**src/rtl/falafel_lsu_arbiter.sv**
```systemverilog
// falafel_lsu_arbiter: round-robin arbiter sharing one LSU between N_REQ requesters, with LOCK/UNLOCK ownership.
// Optional macro FALAFEL_LSU_ARB_LOCK_TIMEOUT_EN force-releases a lock whose owner stays idle for LOCK_TIMEOUT cycles.
module falafel_lsu_arbiter #(
   parameter int N_REQ        = 2,
   parameter int DATA_W       = 64,
   parameter int LOCK_TIMEOUT = 1024
) (
   input  logic                      clk_i,
   input  logic                      rst_i,
   input  logic [N_REQ-1:0]          req_valid_i,
   output logic [N_REQ-1:0]          req_ready_o,
   input  logic [N_REQ*3-1:0]        req_op_i,
   input  logic [N_REQ*DATA_W-1:0]   req_addr_i,
   input  logic [N_REQ*2*DATA_W-1:0] req_data_i,
   output logic [N_REQ-1:0]          rsp_valid_o,
   output logic [2*DATA_W-1:0]       rsp_data_o,
   output logic                      lsu_req_valid_o,
   input  logic                      lsu_req_ready_i,
   output logic [2:0]                lsu_op_o,
   output logic [DATA_W-1:0]         lsu_addr_o,
   output logic [2*DATA_W-1:0]       lsu_data_o,
   input  logic                      lsu_rsp_valid_i,
   input  logic [2*DATA_W-1:0]       lsu_rsp_data_i,
   output logic                      locked_o,
   output logic [$clog2(N_REQ)-1:0]  lock_owner_o,
   output logic                      lock_timeout_o
);
   localparam int IW = $clog2(N_REQ);
   localparam logic [2:0] OP_LOCK   = 3'd4;
   localparam logic [2:0] OP_UNLOCK = 3'd5;

   typedef enum logic [1:0] {IDLE, ISSUE, WAIT_RSP} state_e;

   state_e             state, state_nx;
   logic [IW-1:0]      gnt, rr, owner, pick;
   logic [IW:0]        sum;
   logic [N_REQ-1:0]   cand;
   logic [2*N_REQ-1:0] rot;
   logic               locked, found, accept, rsp_done, release_ok;

   function automatic logic [IW-1:0] nxt(input logic [IW-1:0] x);
      return (x == IW'(N_REQ - 1)) ? '0 : x + IW'(1);
   endfunction

   always_ff @(posedge clk_i) state <= rst_i ? IDLE : state_nx;

   // rot[i] is the candidate i positions after the pointer; the lowest set offset wins
   always_comb begin
      cand = locked ? (req_valid_i & (N_REQ'(1) << owner)) : req_valid_i;
      rot = {cand, cand} >> rr;
      found = 1'b0;
      sum = '0;
      for (int i = N_REQ - 1; i >= 0; i--)
         if (rot[i]) begin
            found = 1'b1;
            sum = {1'b0, rr} + (IW+1)'(i);
         end
      pick = (sum >= (IW+1)'(N_REQ)) ? IW'(sum - (IW+1)'(N_REQ)) : IW'(sum);
      accept = state == IDLE && found && !rst_i;
      rsp_done = state == WAIT_RSP && lsu_rsp_valid_i;
      release_ok = locked && lsu_op_o == OP_UNLOCK && gnt == owner;
      state_nx = accept ? ISSUE : (state == ISSUE && lsu_req_ready_i) ? WAIT_RSP : rsp_done ? IDLE : state;
      req_ready_o = {N_REQ{accept}} & (N_REQ'(1) << pick);
   end

   assign lsu_req_valid_o = state == ISSUE;
   assign locked_o        = locked;
   assign lock_owner_o    = owner;

`ifdef FALAFEL_LSU_ARB_LOCK_TIMEOUT_EN
   localparam int CW = $clog2(LOCK_TIMEOUT + 1);
   logic [CW-1:0] cnt;
   logic          tmo;
   assign lock_timeout_o = tmo;
`else
   // LOCK_TIMEOUT is always positive, so this is constant 0
   assign lock_timeout_o = LOCK_TIMEOUT < 0;
`endif

   always_ff @(posedge clk_i) begin
      if (rst_i) begin
         gnt         <= '0;
         rr          <= '0;
         owner       <= '0;
         locked      <= 1'b0;
         lsu_op_o    <= '0;
         lsu_addr_o  <= '0;
         lsu_data_o  <= '0;
         rsp_valid_o <= '0;
         rsp_data_o  <= '0;
`ifdef FALAFEL_LSU_ARB_LOCK_TIMEOUT_EN
         cnt         <= '0;
         tmo         <= 1'b0;
`endif
      end else begin
         rsp_valid_o <= {N_REQ{rsp_done}} & (N_REQ'(1) << gnt);
         if (accept) begin
            gnt        <= pick;
            lsu_op_o   <= req_op_i[3*int'(pick) +: 3];
            lsu_addr_o <= req_addr_i[DATA_W*int'(pick) +: DATA_W];
            lsu_data_o <= req_data_i[2*DATA_W*int'(pick) +: 2*DATA_W];
         end
         if (rsp_done) begin
            rsp_data_o <= lsu_rsp_data_i;
            if (!locked && lsu_op_o == OP_LOCK) begin
               locked <= 1'b1;
               owner  <= gnt;
            end
            if (release_ok) locked <= 1'b0;
            if (!locked || release_ok) rr <= nxt(gnt);
         end
`ifdef FALAFEL_LSU_ARB_LOCK_TIMEOUT_EN
         tmo <= 1'b0;
         if (!locked || accept) cnt <= '0;
         else if (state == IDLE && !req_valid_i[owner]) begin
            if (cnt == CW'(LOCK_TIMEOUT - 1)) begin
               locked <= 1'b0;
               tmo    <= 1'b1;
               rr     <= nxt(owner);
               cnt    <= '0;
            end else cnt <= cnt + CW'(1);
         end
`endif
      end
   end
endmodule
```
**config.mk**
```make
export PLATFORM = sky130hd
export DESIGN_NAME = falafel_lsu_arbiter
export DESIGN_NICKNAME = d
export VERILOG_FILES = /design/src/rtl/falafel_lsu_arbiter.sv
export SDC_FILE = /design/constraint.sdc
export NUM_CORES = 1
export LEC_CHECK = 0
export ABC_AREA = 1
export CORE_AREA = 5 5 326 328
export CTS_CLUSTER_DIAMETER = 80
export DETAILED_ROUTE_END_ITERATION = 8
export DIE_AREA = 0 0 331 333
export GPL_TIMING_DRIVEN = 0
export SYNTH_ARGS = -nofsm -noshare
export SYNTH_HDL_FRONTEND = slang
export SYNTH_SLANG_ARGS = --single-unit
```
**constraint.sdc**
```tcl
create_clock -name clk_i -period 1.5 [get_ports clk_i]
set_input_delay 0.15 -clock clk_i [delete_from_list [all_inputs] [get_ports clk_i]]
set_output_delay 0.15 -clock clk_i [all_outputs]
set_load 0.01 [all_outputs]
```
Word-level counts from Yosys, hierarchy flattened
Cells that the tools add are included.
{"block": "word_totals", "input_bits": 524, "ram_bits": 0, "mem_bits_ro": 0, "memories": 0, "ff_bits": 331, "out_inout_bits": 331, "latch_bits": 0}
{"block": "classes", "n_shift": 7, "div": 0, "eq_ne": 5, "addsub": 3, "bitwise": 3, "multipliers": 1, "n_reduce_logical": 18, "magnitude_cmp": 1, "n_mux": 12}
{"op": "indexed part select 256 x 9 -> 128 bit", "count": 1}
{"op": "indexed part select 128 x 8 -> 64 bit", "count": 1}
{"op": "two-way mux 2 bit", "count": 5}
{"op": "logical AND 1 bit", "count": 7}
{"op": "two-way mux 1 bit", "count": 7}
{"op": "AND 2 bit", "count": 3}
{"op": "equality test 3 bit (second input constant)", "count": 2}
{"op": "AND reduction 2 bit", "count": 3}
{"op": "indexed part select 6 x 4 -> 3 bit", "count": 1}
{"op": "<< shifter 1 x 1 -> 2 bit (first input constant)", "count": 3}
{"op": "nonzero test 2 bit", "count": 2}
{"op": ">> shifter 4 x 1 -> 2 bit", "count": 1}
{"op": "multiplier 2 x 1 -> 3 bit (first input constant)", "count": 1}
{"op": "nonzero test 3 bit", "count": 1}
{"op": "adder 1 x 1 -> 2 bit (second input constant)", "count": 1}
{"op": "equality test 2 x 1 -> 1 bit (second input constant)", "count": 1}
{"op": "equality test 2 bit (second input constant)", "count": 1}
{"op": "greater-or-equal comparator 2 bit (second input constant)", "count": 1}
{"op": "zero test 1 bit", "count": 2}
{"op": "zero test 2 bit", "count": 1}
{"op": "OR reduction 2 bit", "count": 1}
{"op": "adder 1 bit (second input constant)", "count": 1}
{"op": "equality test 1 bit", "count": 1}
{"op": "logical OR 1 bit", "count": 1}
{"op": "subtractor 1 bit (second input constant)", "count": 1}

Depth between registers and ports, before layout
{"block": "logic_depth", "depth_word": 10, "mapped_depth": 10, "mapped_depth_nobuf": 8}

Worst setup path after synthesis
OpenSTA, ideal clock, no wires.
{"block": "synth_path", "path_type": "register to output", "startpoint": "register owner, in the netlist lock_owner_o", "endpoint": "output req_ready_o[1]", "path_buffers": 2, "arrival_time_ns": 1.322, "path_slack_ns": 0.028, "path_stages_with_launch": 11, "cell_sequence": "dfxtp_1 inv_1 nand2_1 nand2_1 nand2_1 nand2_2 nor2_4 buf_6 buf_4 nand2_1 inv_1"}
{"block": "synth_between", "elab_chain_len": 10, "word_cells_on_any_way": 15, "cone_classes": "1 x add/sub; 1 x order compare; 3 x shift; 6 x mux; 2 x bitwise; 2 x reduce/logical"}
{"element": "start, declared", "line": "35", "source": "logic [IW-1:0] gnt, rr, owner, pick;"}
{"element": "start signal, assigned", "line": "107", "source": "owner <= gnt;"}
{"element": "<< shifter 1 x 1 -> 2 bit *", "line": "49", "source": "cand = locked ? (req_valid_i & (N_REQ'(1) << owner)) : req_valid_i;"}
{"element": "AND 2 bit *", "line": "49"}
{"element": "two-way mux 2 bit *", "line": "49"}
{"element": ">> shifter 4 x 1 -> 2 bit *", "line": "50", "source": "rot = {cand, cand} >> rr;"}
{"element": "two-way mux 2 bit (2 in series)", "line": "54", "source": "if (rot[i]) begin"}
{"element": "greater-or-equal comparator 2 bit or subtractor 1 bit (tied branches)", "line": "58", "source": "pick = (sum >= (IW+1)'(N_REQ)) ? IW'(sum - (IW+1)'(N_REQ)) : IW'(sum);"}
{"element": "two-way mux 1 bit", "line": "58"}
{"element": "<< shifter 1 x 1 -> 2 bit", "line": "63", "source": "req_ready_o = {N_REQ{accept}} & (N_REQ'(1) << pick);"}
{"element": "AND 2 bit *", "line": "63"}
{"element": "end, declared", "line": "11", "source": "output logic [N_REQ-1:0] req_ready_o,"}
Every way passes the cells marked *; elsewhere a longest branch is shown, timed or not.

Worst setup path in the final report
{"block": "layout_path", "startpoint": "register owner, in the netlist lock_owner_o", "endpoint": "output req_ready_o[0]"}
Same word-level chain as after synthesis.

==> impl_metrics.ini <==
[setup_path]
cp-start-kind = flip-flop
cp-end-kind = primary output
cp_max_fo = 5
reg2reg_depth = 10
required_ps = 1350
worstPathArrival_ps = 1970
criticalPathCategory = flip-flop to primary output

[sta]
hold_violations = 0
layout_setup_ws_ps = -620
period_share_pct = 141
drv_slew = 0
fin_hold_ws_ps = 171
timing.slew.headroom_pct = 24.4
rsz0062_at_grt = true
finalSetupTns_ps = -125250
finalSetupViolCount = 621
worst_slew_pin_slew_ps = 1130
clock.fmax_mhz = 472
min_period_ps = 2120
clock_skew_ps = 28.5

[run_status]
status = finished, violations left
failed_checks = negative setup slack

[global_routing]
antenna_found_initial = 51
track_usage_pct = 16.5
grt_pass1_wl_um = 129000
gr-usage-met3_pct = 7.15
met2_usage_pct = 30.0
grt-busiest-layer = met2
use_met1_pct = 17.5
grt-ovfl-total = 0
grt_pass1_vias = 17100
grt_max_degree = 13

[clocking]
clockBufferDepth = 3
cts_buffers = 43
h-tree-depth = 2
clockRootBuffer = clkbuf_16
cts_tree = done
clk_pin_slew_ps = 60
cts_sinks = 331
clkLatencyLatePin_ps = 590

[die]
die-area_um2 = 110000
rows = 118
initial_core_util_pct = 13.8
die_y_um = 333
ios = 855
die_w_um = 331
core_area_um2 = 103000

[layout]
fin_nets = 3557
fillers = 11500
design_area_um2 = 26600
final_common_cell = clkdlybuf4s50_1
final_cell_mix = 842 x clkdlybuf4s50_1, 789 x nand2_1, 328 x dfxtp_1
layout-drive-gt1-share_pct = 8.44
post_layout_nonfiller_instances = 4465
area_growth_pct = 86.7

[synthesis]
synth_compound_area_share_pct = 11.6
ys_ff_latch = 331
synthMuxAreaShare_pct = 0
ys_types = 19
avgSynthCellArea_um2 = 6.75
synth.net_count = 2632
ys_seq_area_share_pct = 46.6
synth-simple-area-share_pct = 35.4
synth_cells = 2108
synth_top_family_by_area = simple AND/OR/NAND/NOR gates
synth_fa_ha_area_share_pct = 0
yosys_warnings = 0
synthesis.area_um2 = 14200
synth_xor_xnor_area_share_pct = 0.0615

[power_and_ir_drop]
switchingPower_uw = 7820
p_clk_share_pct = 40.4
power_frac_seq_pct = 36.1
vdd_drop_max_uv = 751
p_leak_uw = 0.0103
p_int_uw = 18900
sw_frac_of_total_pct = 29.2
power.density_nw_per_um2 = 1010
combPwrFrac_pct = 23.4

[drt]
avgRoutedWirePerCell_um = 21.8
via_count = 17900
detail_route.iter0.violations = 973
drc = 0
ant_nets = 0
vias_per_cell = 4.00
wl_um = 97400
first_pass_iters = 5

[worst_hold_path]
min_path_cells = 3
hold_class = input pin to flip-flop

[placed_design]
portBuffers = 852
dp.cells = 4340
place_area_um2 = 24500
gp_routability_congestion = 0.900
pre_cts_ws_ps = -1980
place_hpwl_um = 81500

[run]
drv_cap = 0
logic make-up (layout without fill, tap and decap cells):
family          Yosys count  after routing
compound gates          329            329
buf+inv                 180           1139
xor+xnor                  1              1
flops                   331            331
other cells               1             19
simple gates           1266           1266
critical path, stage by stage, from the launching register on:
cell	delay (ps)
dfxtp_4	390
buf_6	110
nand3_4	80
nand2_8	120
nand2_8	120
buf_12	160
buf_8	120
inv_4	50
nor2_1	30
buf_2	160
synth_stat cells:
cell type / number / share of area (%)
nor2_1: 260 / 6.9
dfxtp_1: 331 / 47
nand2_2: 3 / 0.13
o21ai_0: 130 / 4.6
buf_2: 78 / 2.7
xnor2_1: 1 / 0.062
nand2_1: 795 / 21
nor2_4: 1 / 0.079
clkbuf_1: 62 / 1.6
buf_1: 5 / 0.13
a21oi_1: 199 / 7.0
buf_6: 12 / 0.95
inv_1: 8 / 0.21
buf_4: 13 / 0.69
nand3_2: 2 / 0.14
conb_1: 1 / 0.026
inv_2: 2 / 0.053
nor3_1: 4 / 0.14
nand3_1: 201 / 7.1
layout make-up:
type	count	area, um^2	share of cell area (%)
repair buffers	880	8760	33.0
multi-input cells	1597	6830	25.7
flip-flops and latches	331	6640	25.0
well taps	1380	1730	6.50
clock buffers	64	1290	4.84
plain buffers	170	1050	3.96
clock inverters	15	191	0.720
diodes	18	45.0	0.169
inverters	10	42.5	0.160
what timing repair did:
item	in CTS	in global routing
setup endpoints to repair	649	644
resized for setup	124	42
pin swaps	6	8
hold buffers	0	0
setup buffers	33	1
routing by layer:
layer | wire, um | vias up
met1 | 35500 | 8250
met5 | 258 | -
met3 | 10400 | 157
met2 | 48800 | 765
li1 | - | 8664
met4 | 2460 | 38
per-stage QoR:
step | total power [uW] | utilization (%)
floorplan | 12100 | -
global placement | 16000 | 23.8
detailed placement | 16000 | 23.8
CTS | 27100 | 25.7
global route | 28000 | 25.8
finish | 26800 | 25.8
power groups by stage:
stage | combinational, uW | sequential (uW) | clock [uW]
2_1_floorplan | 2070 | 10100 | 0
3_3_place_gp | 6120 | 9830 | 0
3_5_place_dp | 6140 | 9850 | 0
4_1_cts | 6330 | 9660 | 11100
5_1_grt | 6760 | 9720 | 11500
6_report | 6270 | 9660 | 10800
registers in the layout (all words and copies together), names as in the netlist:
name / count
rsp_data_o: 128
lsu_addr_o: 64
lock_owner_o: 1
lsu_op_o: 3
state: 2
gnt: 1
locked_o: 1
lsu_data_o: 128
rsp_valid_o: 2
rr: 1
worst paths after layout:
| check | end | startpoint | slack (ps) |
|---|---|---|---|
| worst max-delay path | req_ready_o[0] | lock_owner_o$_SDFFE_PP0P_ | -620 |
| worst min-delay path | state[1]$_SDFFE_PP0P_ | lsu_req_ready_i | 170 |
| worst min register to register | lsu_data_o[85]$_SDFFE_PP0P_ | lsu_data_o[85]$_SDFFE_PP0P_ | 460 |
| worst max register to register | lsu_data_o[105]$_SDFFE_PP0P_ | locked_o$_SDFFE_PP0P_ | -560 |
No activity file was read; power rests on OpenSTA's default activity.
==> RTL change, RTL diff (config.mk and constraints unchanged) <==
Add a define of `FALAFEL_LSU_ARB_LOCK_TIMEOUT_EN`.
--- a/src/rtl/falafel_lsu_arbiter.sv
+++ b/src/rtl/falafel_lsu_arbiter.sv
@@ -2,2 +2,4 @@
 // Optional macro FALAFEL_LSU_ARB_LOCK_TIMEOUT_EN force-releases a lock whose owner stays idle for LOCK_TIMEOUT cycles.
+`define FALAFEL_LSU_ARB_LOCK_TIMEOUT_EN
+
 module falafel_lsu_arbiter #(
Behaviour: no difference found for any inputs over 4 cycles, from zero or initial values and one cycle with rst_i high; that may be too few to reach the edited logic, so the function may still have changed.
==> RTL change against the unedited design <==
The run still ends with negative setup slack left; first-iteration DRC count shrank 7.1%; routed wire length shrank 1.8%; setup slack gained 0.083 ns; sequential share of layout area grew 0.65 points; synthesized area shrank 1.2%; final cell count shrank 1.3%; sequential cell count grew 12; design area grew 1.1%; power grew 0.95%; critical path type is now flop to flop; largest power group unchanged.
==> RTL change: results (changes against the unedited design) <==
| Metric | Value |
|---|---|
| Synthesized Nets | `2,579 (was 2,632)` |
| Least-Margin Pin Slew | `1.29 ns (was 1.13 ns)` |
| Synth Area in Adders | `0.0890% (was 0%)` |
| Post-placement worst setup slack | `-1.58 ns (was -1.98 ns)` |
| FF-to-FF End | `lsu_addr_o[14] (was lsu_data_o[105])` |
| Multi-input gate share of total cell area | `23.2% (was 25.7%)` |
| CP max stage delay | `0.36 ns (was 0.39 ns)` |
| CLK BUF | `62 (was 64)` |
| Library cells used by synthesis | `25 (was 19)` |
| Non-Filler Instances | `4,406 (was 4,465)` |
| # resized after CTS | `181 (was 124)` |
| Setup TNS | `-126.23 ns (was -125.25 ns)` |
| Reg2Reg Launch Point | `locked_o (unchanged)` |
| CP arrival | `2.57 ns (was 1.97 ns)` |
| Cells after synthesis | `2,054 (was 2,108)` |
| WL met3 | `9190 microns (was 10,400 microns)` |
| XOR/XNOR share of the synthesized area | `0.125% (was 0.0615%)` |
| Reg power frac | `37.1% (was 36.1%)` |
| Final Worst Setup Slack | `-0.537 ns (was -0.620 ns)` |
| Status | `finished, violations left (unchanged)` |
| Net count, final | `3,507 (was 3,557)` |
| First-pass GRT wire length | `125,000 microns (was 129,000 microns)` |
| Buffering overhead | `37.3% (was 36.9%)` |
| Failing checks | `negative setup slack (unchanged)` |
| Met1 usage | `18.2% (was 17.5%)` |
| DP Area | `24,300 sq um (was 24,500 sq um)` |
| Layout filler cell count | `11,300 (was 11,500)` |
| # setup viols final | `608 (was 621)` |
| CTS buffer count | `44 (was 43)` |
| Synth top cells by count | `nand2_1 (691), dfxtp_1 (343), a21oi_1 (308) (was nand2_1 (795), dfxtp_1 (331), nor2_1 (260))` |
| Min-delay src | `req_data_i[103] (was lsu_req_ready_i)` |
| HPWL Detailed | `77,100 microns (was 81,500 microns)` |
| Clock power frac | `39.6% (was 40.4%)` |
| Post-synthesis sequential area ratio | `48.8% (was 46.6%)` |
-- RTL change: changes by cell type after synthesis, moves of 4 or more --
| cell | delta |
|---|---|
| nand3_1 | -189 |
| inv_1 | +119 |
| a21oi_1 | +109 |
| nand2_1 | -104 |
| buf_2 | -46 |
| clkbuf_1 | +18 |
| nor2_1 | +14 |
| buf_6 | -12 |
| dfxtp_1 | +12 |
| buf_4 | +11 |
| buf_1 | -5 |
| nor3_1 | +4 |
-- RTL change: worst max-delay path by stage --
stage                       startpoint              to  slack [ns]  cells past startpoint
after detailed placement         rst_i  lsu_addr_o[59]       -1.58                      9
after CTS                 lock_owner_o  req_ready_o[0]       -0.62                      9
final                         locked_o  lsu_addr_o[14]       -0.54                     12
after global placement           rst_i  lsu_addr_o[59]       -1.59                      9
after global routing          locked_o  lsu_data_o[92]       -0.65                     12
after floorplan           lock_owner_o     lsu_op_o[0]       0.004                     11
